## config.mk

```make
export PLATFORM = sky130hd
export DESIGN_NAME = poly_mul_scheduler_flat
export DESIGN_NICKNAME = d
export VERILOG_FILES = /design/src/rtl/ntru_decrypt_pkg.sv /design/src/rtl/poly_mul_scheduler_if.sv /design/src/rtl/ternary_mac_cell.sv /design/src/rtl/poly_mul_scheduler.sv /design/src/flat_wrapper.sv
export SDC_FILE = /design/constraint.sdc
export NUM_CORES = 1
export LEC_CHECK = 0
export ABC_CLOCK_PERIOD_IN_PS = 9050
export CAP_MARGIN = 40
export CORE_MARGIN = 2
export CORE_UTILIZATION = 58
export CTS_CLUSTER_SIZE = 24
export DETAILED_ROUTE_END_ITERATION = 10
export GPL_TIMING_DRIVEN = 0
export PLACE_DENSITY = 0.9
export SYNTH_ARGS = -nofsm -noshare
export SYNTH_HDL_FRONTEND = slang
export SYNTH_SLANG_ARGS = --single-unit
export TNS_END_PERCENT = 10
```

## constraint.sdc

```tcl
create_clock -name clk -period 9.05 [get_ports clk]
set_clock_uncertainty 0.2 [all_clocks]
set_input_delay 1.81 -clock clk [delete_from_list [all_inputs] [get_ports clk]]
set_output_delay 1.81 -clock clk [all_outputs]
set_load 0.01 [all_outputs]
```

## src/rtl/ntru_decrypt_pkg.sv

```systemverilog
// Shared types and default sizing for the NTRU-HRSS decryption datapath.
// The scheduler state encoding lives here so sub-blocks and benches agree on it.
package ntru_decrypt_pkg;

  localparam int N_DEFAULT                = 701;
  localparam int NUM_WIDTH_LENGTH_DEFAULT = 13;
  localparam int ADDR_WIDTH_DEFAULT       = 10;

  typedef enum logic [2:0] {
    IDLE,
    CLEAR,
    FETCH_R,
    CHECK_R,
    ROW,
    DRAIN,
    DONE
  } state_e;

endpackage

```

## src/rtl/poly_mul_scheduler_if.sv

```systemverilog
// Control handshake plus the r, h and accumulator RAM ports of the product scheduler.
// The master side is the scheduler; the slave side is the RAMs and the requester.
interface poly_mul_scheduler_if
  import ntru_decrypt_pkg::*;
#(
  parameter int ADDR_WIDTH       = ADDR_WIDTH_DEFAULT,
  parameter int NUM_WIDTH_LENGTH = NUM_WIDTH_LENGTH_DEFAULT
);

  logic                        start;
  logic                        busy;
  logic                        done;
  logic [ADDR_WIDTH-1:0]       r_addr;
  logic                        r_nz;
  logic                        r_neg;
  logic [ADDR_WIDTH-1:0]       h_addr;
  logic [NUM_WIDTH_LENGTH-1:0] h_data;
  logic [ADDR_WIDTH-1:0]       e_rd_addr;
  logic [NUM_WIDTH_LENGTH-1:0] e_rd_data;
  logic                        e_wr_en;
  logic [ADDR_WIDTH-1:0]       e_wr_addr;
  logic [NUM_WIDTH_LENGTH-1:0] e_wr_data;

  modport master (
    input  start, r_nz, r_neg, h_data, e_rd_data,
    output busy, done, r_addr, h_addr, e_rd_addr, e_wr_en, e_wr_addr, e_wr_data
  );

  modport slave (
    output start, r_nz, r_neg, h_data, e_rd_data,
    input  busy, done, r_addr, h_addr, e_rd_addr, e_wr_en, e_wr_addr, e_wr_data
  );

endinterface

```

## src/rtl/ternary_mac_cell.sv

```systemverilog
// Combinational e + h or e - h: the sign inverts h bitwise and injects a carry-in,
// giving two's-complement negation without a separate subtractor.
module ternary_mac_cell
  import ntru_decrypt_pkg::*;
#(
  parameter int W = NUM_WIDTH_LENGTH_DEFAULT
) (
  input  logic [W-1:0] e_in,
  input  logic [W-1:0] h_in,
  input  logic         neg,
  output logic [W-1:0] sum
);

  logic [W-1:0] h_x;

  for (genvar gi = 0; gi < W; gi++) begin : g_flip
    assign h_x[gi] = h_in[gi] ^ neg;
  end

  assign sum = e_in + h_x + {{(W-1){1'b0}}, neg};

endmodule

```

## src/rtl/poly_mul_scheduler.sv

```systemverilog
// Sequences e = r*h mod (x^N - 1) over external RAMs, one MAC per cycle,
// skipping zero coefficients of the ternary operand r.
module poly_mul_scheduler
  import ntru_decrypt_pkg::*;
#(
  parameter int N                = N_DEFAULT,
  parameter int NUM_WIDTH_LENGTH = NUM_WIDTH_LENGTH_DEFAULT,
  parameter int ADDR_WIDTH       = ADDR_WIDTH_DEFAULT
) (
  input  logic                  clk,
  input  logic                  rst,
  poly_mul_scheduler_if.master  bus
);

  localparam logic [ADDR_WIDTH-1:0] LAST_IDX = ADDR_WIDTH'(N - 1);
  localparam logic [ADDR_WIDTH:0]   N_EXT    = (ADDR_WIDTH + 1)'(N);
  localparam logic [ADDR_WIDTH-1:0] ONE      = ADDR_WIDTH'(1);

  state_e                      state_q, state_d;
  logic [ADDR_WIDTH-1:0]       i_q, i_d;
  logic [ADDR_WIDTH-1:0]       j_q, j_d;
  logic [ADDR_WIDTH-1:0]       clr_q, clr_d;
  logic [ADDR_WIDTH-1:0]       r_addr_q, r_addr_d;
  logic [ADDR_WIDTH-1:0]       h_addr_q, h_addr_d;
  logic [ADDR_WIDTH-1:0]       e_rd_addr_q, e_rd_addr_d;
  logic [ADDR_WIDTH-1:0]       e_wr_addr_q, e_wr_addr_d;
  logic                        e_wr_en_q, e_wr_en_d;
  logic                        wb_mac_q, wb_mac_d;
  logic                        sign_q, sign_d;
  logic                        busy_q, busy_d;
  logic                        done_q, done_d;

  logic [ADDR_WIDTH:0]         idx_inc;
  logic [ADDR_WIDTH-1:0]       idx_next;
  logic [NUM_WIDTH_LENGTH-1:0] mac_sum;

  // (i + j) mod N tracked incrementally: the read address itself is the modular index.
  assign idx_inc  = {1'b0, e_rd_addr_q} + {{ADDR_WIDTH{1'b0}}, 1'b1};
  assign idx_next = (idx_inc >= N_EXT) ? ADDR_WIDTH'(idx_inc - N_EXT) : idx_inc[ADDR_WIDTH-1:0];

  ternary_mac_cell #(.W(NUM_WIDTH_LENGTH)) u_mac (
    .e_in (bus.e_rd_data),
    .h_in (bus.h_data),
    .neg  (sign_q),
    .sum  (mac_sum)
  );

  always_comb begin
    state_d     = state_q;
    i_d         = i_q;
    j_d         = j_q;
    clr_d       = clr_q;
    r_addr_d    = r_addr_q;
    h_addr_d    = h_addr_q;
    e_rd_addr_d = e_rd_addr_q;
    e_wr_addr_d = e_wr_addr_q;
    e_wr_en_d   = e_wr_en_q;
    wb_mac_d    = wb_mac_q;
    sign_d      = sign_q;
    busy_d      = busy_q;
    done_d      = done_q;

    unique case (state_q)
      IDLE: begin
        if (bus.start) begin
          state_d     = CLEAR;
          busy_d      = 1'b1;
          i_d         = '0;
          j_d         = '0;
          clr_d       = '0;
          e_wr_en_d   = 1'b1;
          e_wr_addr_d = '0;
          wb_mac_d    = 1'b0;
        end
      end
      CLEAR: begin
        if (clr_q == LAST_IDX) begin
          state_d   = FETCH_R;
          e_wr_en_d = 1'b0;
          r_addr_d  = i_q;
        end else begin
          clr_d       = clr_q + ONE;
          e_wr_addr_d = clr_q + ONE;
        end
      end
      FETCH_R: begin
        state_d = CHECK_R;
      end
      CHECK_R: begin
        if (bus.r_nz) begin
          state_d     = ROW;
          sign_d      = bus.r_neg;
          j_d         = '0;
          h_addr_d    = '0;
          e_rd_addr_d = i_q;
        end else if (i_q == LAST_IDX) begin
          state_d = DONE;
          busy_d  = 1'b0;
          done_d  = 1'b1;
        end else begin
          state_d  = FETCH_R;
          i_d      = i_q + ONE;
          r_addr_d = i_q + ONE;
        end
      end
      ROW: begin
        // The read issued this cycle becomes next cycle's writeback.
        e_wr_en_d   = 1'b1;
        wb_mac_d    = 1'b1;
        e_wr_addr_d = e_rd_addr_q;
        if (j_q == LAST_IDX) begin
          state_d = DRAIN;
        end else begin
          j_d         = j_q + ONE;
          h_addr_d    = j_q + ONE;
          e_rd_addr_d = idx_next;
        end
      end
      DRAIN: begin
        e_wr_en_d = 1'b0;
        wb_mac_d  = 1'b0;
        if (i_q == LAST_IDX) begin
          state_d = DONE;
          busy_d  = 1'b0;
          done_d  = 1'b1;
        end else begin
          state_d  = FETCH_R;
          i_d      = i_q + ONE;
          r_addr_d = i_q + ONE;
        end
      end
      DONE: begin
        state_d = IDLE;
        done_d  = 1'b0;
      end
      default: begin
        state_d = IDLE;
      end
    endcase
  end

  always_ff @(posedge clk) begin
    if (rst) begin
      state_q     <= IDLE;
      i_q         <= '0;
      j_q         <= '0;
      clr_q       <= '0;
      r_addr_q    <= '0;
      h_addr_q    <= '0;
      e_rd_addr_q <= '0;
      e_wr_addr_q <= '0;
      e_wr_en_q   <= 1'b0;
      wb_mac_q    <= 1'b0;
      sign_q      <= 1'b0;
      busy_q      <= 1'b0;
      done_q      <= 1'b0;
    end else begin
      state_q     <= state_d;
      i_q         <= i_d;
      j_q         <= j_d;
      clr_q       <= clr_d;
      r_addr_q    <= r_addr_d;
      h_addr_q    <= h_addr_d;
      e_rd_addr_q <= e_rd_addr_d;
      e_wr_addr_q <= e_wr_addr_d;
      e_wr_en_q   <= e_wr_en_d;
      wb_mac_q    <= wb_mac_d;
      sign_q      <= sign_d;
      busy_q      <= busy_d;
      done_q      <= done_d;
    end
  end

  // Clear writes and idle cycles force zero so stale RAM read data never leaks out.
  assign bus.e_wr_data = wb_mac_q ? mac_sum : '0;
  assign bus.e_wr_en   = e_wr_en_q;
  assign bus.e_wr_addr = e_wr_addr_q;
  assign bus.e_rd_addr = e_rd_addr_q;
  assign bus.h_addr    = h_addr_q;
  assign bus.r_addr    = r_addr_q;
  assign bus.busy      = busy_q;
  assign bus.done      = done_q;

endmodule
```

## src/flat_wrapper.sv

```systemverilog
// flat-port wrapper written by rule: the top's interface ports become plain ports
module poly_mul_scheduler_flat import ntru_decrypt_pkg::*;
#(
  parameter int N                = N_DEFAULT,
  parameter int NUM_WIDTH_LENGTH = NUM_WIDTH_LENGTH_DEFAULT,
  parameter int ADDR_WIDTH       = ADDR_WIDTH_DEFAULT
)
  (clk, rst, bus_start, bus_r_nz, bus_r_neg, bus_h_data, bus_e_rd_data, bus_busy, bus_done, bus_r_addr, bus_h_addr, bus_e_rd_addr, bus_e_wr_en, bus_e_wr_addr, bus_e_wr_data);
  poly_mul_scheduler_if #(.ADDR_WIDTH(ADDR_WIDTH), .NUM_WIDTH_LENGTH(NUM_WIDTH_LENGTH)) bus_i ();
  input  logic clk;
  input  logic rst;
  input wire logic [$bits(bus_i.start)-1:0] bus_start;
  input wire logic [$bits(bus_i.r_nz)-1:0] bus_r_nz;
  input wire logic [$bits(bus_i.r_neg)-1:0] bus_r_neg;
  input wire logic [$bits(bus_i.h_data)-1:0] bus_h_data;
  input wire logic [$bits(bus_i.e_rd_data)-1:0] bus_e_rd_data;
  output wire logic [$bits(bus_i.busy)-1:0] bus_busy;
  output wire logic [$bits(bus_i.done)-1:0] bus_done;
  output wire logic [$bits(bus_i.r_addr)-1:0] bus_r_addr;
  output wire logic [$bits(bus_i.h_addr)-1:0] bus_h_addr;
  output wire logic [$bits(bus_i.e_rd_addr)-1:0] bus_e_rd_addr;
  output wire logic [$bits(bus_i.e_wr_en)-1:0] bus_e_wr_en;
  output wire logic [$bits(bus_i.e_wr_addr)-1:0] bus_e_wr_addr;
  output wire logic [$bits(bus_i.e_wr_data)-1:0] bus_e_wr_data;
  assign bus_i.start = bus_start;
  assign bus_i.r_nz = bus_r_nz;
  assign bus_i.r_neg = bus_r_neg;
  assign bus_i.h_data = bus_h_data;
  assign bus_i.e_rd_data = bus_e_rd_data;
  assign bus_busy = bus_i.busy;
  assign bus_done = bus_i.done;
  assign bus_r_addr = bus_i.r_addr;
  assign bus_h_addr = bus_i.h_addr;
  assign bus_e_rd_addr = bus_i.e_rd_addr;
  assign bus_e_wr_en = bus_i.e_wr_en;
  assign bus_e_wr_addr = bus_i.e_wr_addr;
  assign bus_e_wr_data = bus_i.e_wr_data;
  poly_mul_scheduler #(.N(N), .NUM_WIDTH_LENGTH(NUM_WIDTH_LENGTH), .ADDR_WIDTH(ADDR_WIDTH)) u_core (.clk(clk), .rst(rst), .bus(bus_i));
endmodule
```

==> qor.yml <==
portBuffers: 86
route.detailed.drc: 0
insertion_delay_ns: 0.36
grt_pass1_vias: 5335
hold_viol: 0
antennaDiodeCount: 0
antenna_found_initial: 0
fin_area_mm2: 0.006429
layout_commonest_cell: "nor2_1"
yosys.area.top_type: "dfxtp_1"
core_mm2: 0.008763
htreeDepth: 3
wl_mm: 16.53
syn_area_mm2: 0.005244
routedWlPerCell_um: 18.45
path_max_fanout: 3
clock.fmax_ghz: 0.1428
cts_inserted_buffers: 9
vias: 5718
synth_enable_flop_cells: 0
post-route-period-util_pct: 77.35
grt_pass1_wl_mm: 26.55
synth_warnings: 0
period_needed_ns: 7.000
drt_first_iter_violations: 678
worstPathCellList: "clkdlybuf4s50_1, mux2i_1, inv_1, fa_1, a21o_1, a21oi_1, o21ai_0, a31oi_1, o21ai_0, a21oi_1, clkdlybuf4s50_1"
drive_above_1_share_pct: 6.726
required_ns: 7.04
cts_tree: "built"
power_leakage_nw: 2.293
synth_top_area_share_pct: 29.78
max_slew_margin_pct: 49.58
final-setup-viol-count: 0
outcome: "complete, no violations"
cts_root_buf: "clkbuf_8"
path_buf_inv: 3
clock_sinks: 78
async_flop_share_pct: 0
placed_cells: 880
crit_type: "in -> out"
die_area_mm2: 0.009818
synth_ff_type: "dfxtp_1"
rsz0062_at_grt: "no"
synth_cell_types: 77
cp_data_arrival_time_ns: 4.99
maxSlewViolCount: 0
power_density_mw_per_mm2: 118.5
placed_cell_area_mm2: 0.006245
gp_congestion: 0.9766
rows: 34
start_util_pct: 59.84
fp.dieH_um: 99.09
via_per_inst: 6.382
final_net_count: 835
final_cell_count_no_fill: 896
synth_area_per_cell_um2: 7.655
yosysSeqAreaShare_pct: 29.78
worstMarginPinSlew_ns: 0.7512
postSynthNetCount: 737
dp.final_hpwl_mm: 12.43
final_cell_mix: "88 x nor2_1, 86 x clkdlybuf4s50_1, 78 x dfxtp_1"
synthTopCellsByArea: "dfxtp_1 30%, nor2_1 6.3%, a21oi_1 6.1%"
die_w_um: 99.09
grt_start_max_net_pins: 14
hold_class: "reg -> reg"
startpoint_type: "input pin"
io_pins: 87
clk_path_buf_depth: 2
antenna_left: 0
cts_hold_buf: 0
irDropWorstVdd_mv: 0.1343
max-cap-violations: 0
max_stage_delay_ns: 0.56
fin_setup_tns_ns: 0
drt-pass1-iter-count: 6
synthCells: 685
yosys_register_bits: 78
cts_setup_buffers: 0
grt_remaining_overflow: 0
post_cts_resized: 0
end_kind: "output pin"
slowest_stage: "clkdlybuf4s50_1"
path_clk_slew_ns: 0.08
crit_family: "compound AO/OA/AOI/OAI gates"
areaGrowthSynthToFinish_pct: 22.60
grt_usage_pct: 33.28
-- Yosys cell counts (4+ instances only) --
cell type and instances:
xnor2_1 21, mux2i_1 6, nor2b_1 4, inv_1 22, nand3_1 34, a21oi_1 64
dfxtp_1 78, xor2_1 31, o21ai_0 34, and3_1 6, and2_1 8, clkbuf_1 27
ha_1 20, a31oi_1 12, nand2_1 55, nand4_1 12, buf_2 11, a22oi_1 7
nand2b_1 6, a21o_1 4, nor3_1 11, nor4_1 4, or3_1 11, o21a_1 4
nor2_1 88, a211oi_1 24, nand3b_1 6
-- cell type report --
| type | instances | area (µm²) |
|---|---|---|
| fillers | 680 | 2335 |
| repair buffers | 87 | 865.8 |
| inverters | 22 | 82.58 |
| well taps | 108 | 135.1 |
| clock buffers | 11 | 151.4 |
| multi-input cells | 541 | 3402 |
| plain buffers | 44 | 197.7 |
| clock inverters | 5 | 32.53 |
| flip-flops and latches | 78 | 1562 |
-- power breakdown --
| part | internal (mW) | switching, mW | total [mW] |
|---|---|---|---|
| Sequential | 0.353 | 0.00865 | 0.362 |
| Clock | 0.115 | 0.135 | 0.250 |
| Combinational | 0.0657 | 0.0840 | 0.150 |
| Total | 0.533 | 0.228 | 0.761 |
-- worst reg2reg max path: cells and delay by family, from the launching register on --
family	cells	cell delay [ns]
adders and majority gates	1	0.40
and+or+nand+nor	1	0.56
DFF	1	0.39
AOI/OAI and AO/OA	4	1.02
buffers and inverters	3	0.51
-- worst paths after layout --
kind	start	to	slack, ns	cells past startpoint
min reg2reg	u_core.bus.h_addr[2]$_SDFFE_PP0P_	u_core.bus.h_addr[2]$_SDFFE_PP0P_	0.27	2
max reg2reg	u_core.bus.e_rd_addr[0]$_SDFFE_PP0P_	u_core.bus.e_rd_addr[8]$_SDFFE_PP0P_	5.88	9
min	u_core.bus.h_addr[2]$_SDFFE_PP0P_	u_core.bus.h_addr[2]$_SDFFE_PP0P_	0.27	2
max	bus_h_data[0]	bus_e_wr_data[12]	2.05	11
-- registers in the layout, summed over array words and instances (netlist names), 3 cells and up --
name                  count
u_core.bus.e_wr_addr     10
u_core.clr_q             10
u_core.state_q            3
u_core.i_q               10
u_core.bus.r_addr        10
u_core.bus.e_rd_addr     10
u_core.j_q               10
u_core.bus.h_addr        10
-- metal layers --
layer,vias to the layer above,global-route usage [%],part of all wire (%)
met2,337,55.30,47
li1,2672,-,-
met5,-,0,0
met1,2658,43.88,41
met4,0,12.22,2.7
met3,51,4.965,9.5
-- stage by stage --
stage          utilization (%)  hold slack, ns  setup WS [ns]  total power, mW
5_1_grt                  73.36          0.2898          1.914           0.7848
3_3_place_gp             71.20          0.2416          2.184           0.5100
4_1_cts                  73.36          0.2666          2.110           0.7554
6_report                 73.36          0.2656          2.050           0.7615
2_1_floorplan                -          0.2566          3.486           0.4573
3_5_place_dp             71.26          0.2549          2.136           0.5143
-- cells by family after synthesis --
| kind of cell | share of synthesized area, % |
|---|---|
| AOI/OAI and AO/OA | 25.13 |
| xor gates and xnor gates | 8.685 |
| adders and majority gates | 5.154 |
| buffers and inverters | 5.345 |
| DFF | 29.78 |
| muxes | 1.145 |
| and+or+nand+nor | 24.77 |
(Power assumes the default switching activity.)
